--- src/rtl/ntt_coeff_stream_ctrl.sv ---
// ntt_coeff_stream_ctrl: loads coefficients (mod Q) into BRAM, kicks the NTT core, streams results back out.
module ntt_coeff_stream_ctrl #(
  parameter int N          = 256,
  parameter int DATA_WIDTH = 12,
  parameter int ADDR_WIDTH = 8,
  parameter int Q          = 3329,
  parameter int RD_LAT     = 2
) (
  input  logic                  clk,
  input  logic                  rst,
  input  logic                  go,
  input  logic                  op_mode,
  output logic                  busy,
  output logic                  frame_done,
  input  logic                  s_valid,
  output logic                  s_ready,
  input  logic [DATA_WIDTH-1:0] s_data,
  output logic                  m_valid,
  input  logic                  m_ready,
  output logic [DATA_WIDTH-1:0] m_data,
  output logic                  m_last,
  output logic                  bram_en,
  output logic                  bram_we,
  output logic [ADDR_WIDTH-1:0] bram_addr,
  output logic [DATA_WIDTH-1:0] bram_din,
  input  logic [DATA_WIDTH-1:0] bram_dout,
  output logic                  ntt_enable,
  output logic                  ntt_mode,
  input  logic                  ntt_done
);
  localparam int D  = RD_LAT + 1;
  localparam int PW = (D > 1) ? $clog2(D) : 1;
  localparam int CW = $clog2(D + 1);
  localparam logic [PW-1:0] PTR_LAST = PW'(D - 1);
  typedef enum logic [2:0] {IDLE, LOAD, KICK, WAIT, DRAIN} state_t;
  state_t state_q, state_d;
  logic mode_q, done_q, fd_q;
  logic [ADDR_WIDTH-1:0] wcnt_q, ocnt_q;
  logic [ADDR_WIDTH:0] rcnt_q;
  logic [RD_LAT-1:0] pipe_q;
  logic [DATA_WIDTH-1:0] mem_q [D];
  logic [PW-1:0] wp_q, rp_q;
  logic [CW-1:0] fcnt_q, inflight;
  logic [CW:0] occ;
  logic s_fire, m_fire, issue, arrive, done_rise;
  logic [DATA_WIDTH-1:0] red;
  assign red        = (s_data >= DATA_WIDTH'(Q)) ? s_data - DATA_WIDTH'(Q) : s_data;
  assign s_ready    = state_q == LOAD;
  assign s_fire     = s_ready && s_valid;
  assign m_valid    = (state_q == DRAIN) && (fcnt_q != '0);
  assign m_data     = m_valid ? mem_q[rp_q] : '0;
  assign m_last     = m_valid && (ocnt_q == ADDR_WIDTH'(N - 1));
  assign m_fire     = m_valid && m_ready;
  assign arrive     = pipe_q[RD_LAT-1];
  assign done_rise  = (state_q == WAIT) && ntt_done && !done_q;
  assign occ        = {1'b0, inflight} + {1'b0, fcnt_q};
  // A slot freed by this cycle's pop is reusable now, keeping DRAIN at one beat per cycle.
  assign issue      = (state_q == DRAIN) && (rcnt_q < (ADDR_WIDTH+1)'(N)) &&
                      (occ < (CW+1)'(D) + {{CW{1'b0}}, m_fire});
  assign bram_en    = s_fire || issue;
  assign bram_we    = s_fire;
  assign bram_addr  = s_fire ? wcnt_q : issue ? rcnt_q[ADDR_WIDTH-1:0] : '0;
  assign bram_din   = s_fire ? red : '0;
  assign ntt_enable = state_q == KICK;
  assign ntt_mode   = ((state_q == KICK) || (state_q == WAIT)) && mode_q;
  assign busy       = state_q != IDLE;
  assign frame_done = fd_q;
  always_comb begin
    inflight = '0;
    for (int i = 0; i < RD_LAT; i++) inflight = inflight + CW'(pipe_q[i]);
  end
  always_comb begin
    state_d = state_q;
    case (state_q)
      IDLE:    state_d = go ? LOAD : IDLE;
      LOAD:    state_d = (s_fire && wcnt_q == ADDR_WIDTH'(N - 1)) ? KICK : LOAD;
      KICK:    state_d = WAIT;
      WAIT:    state_d = done_rise ? DRAIN : WAIT;
      DRAIN:   state_d = (m_fire && m_last) ? IDLE : DRAIN;
      default: state_d = IDLE;
    endcase
  end
  always_ff @(posedge clk) begin
    if (rst) begin
      state_q <= IDLE;
      mode_q  <= 1'b0;
      done_q  <= 1'b0;
      fd_q    <= 1'b0;
      wcnt_q  <= '0;
      ocnt_q  <= '0;
      rcnt_q  <= '0;
      pipe_q  <= '0;
      wp_q    <= '0;
      rp_q    <= '0;
      fcnt_q  <= '0;
    end else begin
      state_q <= state_d;
      done_q  <= ntt_done;
      fd_q    <= m_fire && m_last;
      if (state_q == IDLE && go) begin
        mode_q <= op_mode;
        wcnt_q <= '0;
      end
      if (s_fire) wcnt_q <= wcnt_q + 1'b1;
      if (state_q == WAIT) begin
        rcnt_q <= '0;
        ocnt_q <= '0;
      end
      if (issue) rcnt_q <= rcnt_q + 1'b1;
      pipe_q <= RD_LAT'({pipe_q, issue});
      if (arrive) wp_q <= (wp_q == PTR_LAST) ? '0 : wp_q + 1'b1;
      if (m_fire) begin
        rp_q   <= (rp_q == PTR_LAST) ? '0 : rp_q + 1'b1;
        ocnt_q <= ocnt_q + 1'b1;
      end
      fcnt_q <= fcnt_q + CW'(arrive) - CW'(m_fire);
    end
  end
  always_ff @(posedge clk) if (arrive) mem_q[wp_q] <= bram_dout;
endmodule

--- config.mk ---
export PLATFORM = sky130hd
export DESIGN_NAME = ntt_coeff_stream_ctrl
export DESIGN_NICKNAME = d
export VERILOG_FILES = /design/src/rtl/ntt_coeff_stream_ctrl.sv
export SDC_FILE = /design/constraint.sdc
export NUM_CORES = 1
export LEC_CHECK = 0
export CAP_MARGIN = 0
export CORE_MARGIN = 2
export CORE_UTILIZATION = 54
export DETAILED_ROUTE_END_ITERATION = 7
export PLACE_DENSITY = 0.83
export SLEW_MARGIN = 25
export SYNTH_ARGS = -nofsm -noshare
export SYNTH_HDL_FRONTEND = slang
export SYNTH_SLANG_ARGS = --single-unit
--- constraint.sdc ---
create_clock -name clk -period 4.95 [get_ports clk]
set_clock_uncertainty 0.05 [all_clocks]
set_input_delay 1.2375 -clock clk [delete_from_list [all_inputs] [get_ports clk]]
set_output_delay 1.2375 -clock clk [all_outputs]
set_load 0.01 [all_outputs]
==> summary.md <==
| Metric | Value |
|---|---|
| Outcome | finished clean |
| Hold_buf cts | 0 |
| DR iter-0 viols | 190 |
| Synth Area in Compound Gates | 15.9% |
| Worst path most repeated cell | clkdlybuf4s50_1 |
| Internal Pwr Total | 910 uW |
| First-pass GRT wire length | 13.4 mm |
| Gr ovfl total | 0 |
| Commonest non-fill, non-tap cells in the layout | clkdlybuf4s50_1 (70), nor2_1 (68), a21oi_1 (46) |
| Post-Syn Instances | 387 |
| Required @ worst endpoint | 3660 ps |
| Seq pwr share | 55.0% |
| Initial Utilization | 55.1% |
| Clock transition at the registers of the reported paths | 80 ps |
| Mapped cell area | 3680 um2 |
| Number of global-route vias before repair | 2903 |
| P per Cell Area | 256 nW/um2 |
| Cells after DPL | 536 |
| CTS tree | yes |
| Antenna violations before repair | 0 |
| Crit path depth | 10 |
| Largest family of logic cells by synthesized area | simple AND/OR/NAND/NOR gates |
| Hold Crit Start | ocnt_q[4] |
| RR Startpoint | pipe_q[1] |
| Area contributors post-synth | edfxtp_1 (29%), dfxtp_1 (22%), nor2_1 (7.1%), a21oi_1 (6.3%), mux2i_1 (3.8%) |
| Fin. max-slew vios | 0 |
| Final hold vios | 0 |
| Clock share of power | 37.3% |
| CP max FO | 6 |
| Max Clk Rate | 208 MHz |
| HP Class | register to register |
| Worst hold stages | 1 |
| Slew @ Worst Pin | 792 ps |
| Share of cells above drive strength 1 | 8.26% |
| H-tree levels | 3 |
| Final setup viols | 0 |
| Syn Nets | 426 |
| Hold EP | ocnt_q[4] |
| Kind of start point of the critical path | primary input |
| EDFF count, synth | 36 |
| Reg-to-Reg End | rcnt_q[7] |
| Setup WS post-layout | 143 ps |
| Wl on met1 | 3.63 mm |
| Unrepaired setup endpoints after global routing | false |
| Combinational power share | 7.7% |
| Vias/cell | 5.75 |
| Clock Latency Late Sink | 360 ps |
| Crit-path max cell delay | 540 ps |
| CTS Buf Count | 9 |
| Drt wl/cell | 15.3 um |
| Top-area cell type share of the netlist area | 29.4% |
| Metal2 WL | 4.32 mm |
| Rows | 30 |
| Critical path endpoint category | primary output |
| Async SR Flop Fraction | 0% |
| Overall Power | 1220 uW |
| Finished Layout Cells | 552 |
| Antenna Cells | 0 |
| Max transition margin | 47.1% |
| Die H | 86.6 um |
| Longest Clk Path Bufs | 2 |
| Post-CTS setup buffer count | 0 |
| Die area | 7490 um2 |
| Crit Path Class | primary input to primary output |
| VDD IR max | 0.000148 V |
| Syn avg cell area | 9.51 um2 |
| Worst path top cell family by delay | buffers and inverters |
| Slowest-stage cell, CP | clkdlybuf4s50_1 |
| Setup slack, reg-to-reg | 2020 ps |
| Leakage | 0.00168 uW |
| Largest net degree at the start of global routing | 37 |
| ANT nets after route | 0 |
| Min cycle time layout | 4810 ps |
| Root Buffer | clkbuf_8 |
| Post-Place Setup Slack | 13.5 ps |
| Post-synth top area cell | edfxtp_1 |
| Adder-Cell Fraction of Synth Area | 2.92% |
| Switching part of the total power | 25.2% |
| Most common flop cell mapped by yosys | dfxtp_1 |
| Post-DP HPWL | 6.03 mm |
| Post-synthesis mux area share | 4.11% |
| Distinct cells, synth | 50 |
| Post-synthesis xor/xnor area fraction | 1.90% |
| Total GRT Usage | 23.0% |
| Arrival time at the worst endpoint | 3520 ps |
| Max-cap check violation count | 0 |
| Setup TNS | 0 ps |
| Die X-Extent | 86.6 um |
| Final WL | 8.43 mm |
| Syn. warnings | 0 |
| Tcrit/Tclk final | 97.1% |
| Post-synthesis sequential area ratio | 51.7% |
| Vias | 3172 |
| Nets | 506 |
| Flip-flop and latch count after synthesis | 77 |
| DR pass1 iterations | 4 |
| Reg2Reg Depth | 10 |
| Gpl congestion | 0.917 |
| Ports | 72 |
| DRC viols | 0 |
| CP cell instances | clkdlybuf4s50_1, inv_1, ha_1, nor4b_4, a311oi_2, buf_4, nand3_1, xor2_1, nor2_1, clkdlybuf4s50_1 |
| Core area | 6680 um2 |
| Simple-gate share of the synthesized area | 20.9% |
| Sink Count | 77 |
| Net Switching | 306 uW |
| Top Metal Used | met4 |
| Commonest non-fill, non-tap cell in the layout | clkdlybuf4s50_1 |
| Area Growth Syn to Fin | 29.2% |
| Routed length on met3 | 339 um |
| IO Port Bufs | 71 |
| Worst path bufs/invs | 4 |
registers in the layout (all words and copies together), names as in the netlist, named ones only:
register	count
done_q	1
fcnt_q	2
frame_done	1
mem_q	36
mode_q	1
ocnt_q	8
pipe_q	2
rcnt_q	9
rp_q	2
state_q	3
wcnt_q	8
wp_q	2
timing repair:
| item | in CTS | in global routing |
|---|---|---|
| endpoints found under the setup margin | 1 | 4 |
| resized for setup | 1 | 4 |
| gates cloned | 0 | 0 |
| pin swaps | 0 | 1 |
worst max-delay path by stage:
stage                   start          end  slack, ps
detailed placement  s_data[1]  bram_din[9]         10
global route        s_data[0]  bram_din[6]         10
floorplan           s_data[0]  bram_din[5]        930
finish              s_data[0]  bram_din[7]        140
CTS                 s_data[0]  bram_din[6]         10
global placement    s_data[0]  bram_din[5]         70
cell usage after synthesis, types with 5 or more instances:
cell type,n
ha_1,7
mux2i_1,14
nand3b_1,11
dfxtp_1,41
inv_1,8
nor2_1,70
a21oi_1,46
nand3_1,12
edfxtp_1,36
a22o_1,8
o21ai_0,17
nand4_1,5
and2_1,5
and3_1,6
nor2b_1,6
nand2_1,24
nor3_1,9
clkbuf_1,13
a211oi_1,6
cell type report:
class | count | area, um2
clock buffer | 9 | 124
multi-input combinational | 285 | 1710
tap | 80 | 100
sequential | 77 | 1900
fill | 520 | 1930
inverter | 9 | 33.8
timing repair buffer | 85 | 818
clock inverter | 7 | 65.1
layer usage:
metal,vias to the layer above,track usage (%)
met5,-,0
met4,0,6.68
met3,15,5.62
met2,81,39.9
met1,1510,28.6
li1,1566,-
worst reg2reg max path: stages (launching register included):
cell	delay [ps]
dfxtp_1	390
inv_1	120
fa_1	390
inv_1	60
ha_1	210
nor2b_1	170
a2111oi_4	690
buf_4	290
nand4_1	110
mux2_1	320
nor2_1	80
per-stage QoR:
step | hold slack [ps] | instance area [um2] | util [%]
floorplan | 382 | 3680 | -
CTS | 420 | 4730 | 70.8
global placement | 401 | 4530 | 67.8
detailed placement | 408 | 4540 | 67.9
finish | 433 | 4750 | 71.2
global route | 443 | 4750 | 71.2
power by group through the flow:
stage / Combinational, uW / Clock (uW) / Sequential [uW]
global route: 100 / 489 / 670
floorplan: 35.5 / 0 / 682
global placement: 89.0 / 0 / 684
finish: 93.5 / 454 / 669
CTS: 91.9 / 460 / 669
detailed placement: 91.1 / 0 / 684
logic make-up (layout without fill, tap and decap cells):
kind of cell	Yosys count	count (layout)
AO/OA/AOI/OAI	93	93
XOR/XNOR	8	8
adder cells (fa/ha/maj)	8	8
buffers and inverters	25	110
flip-flops	77	77
multiplexers	15	15
AND/OR/NAND/NOR	161	161
(Power assumes the default switching activity.)
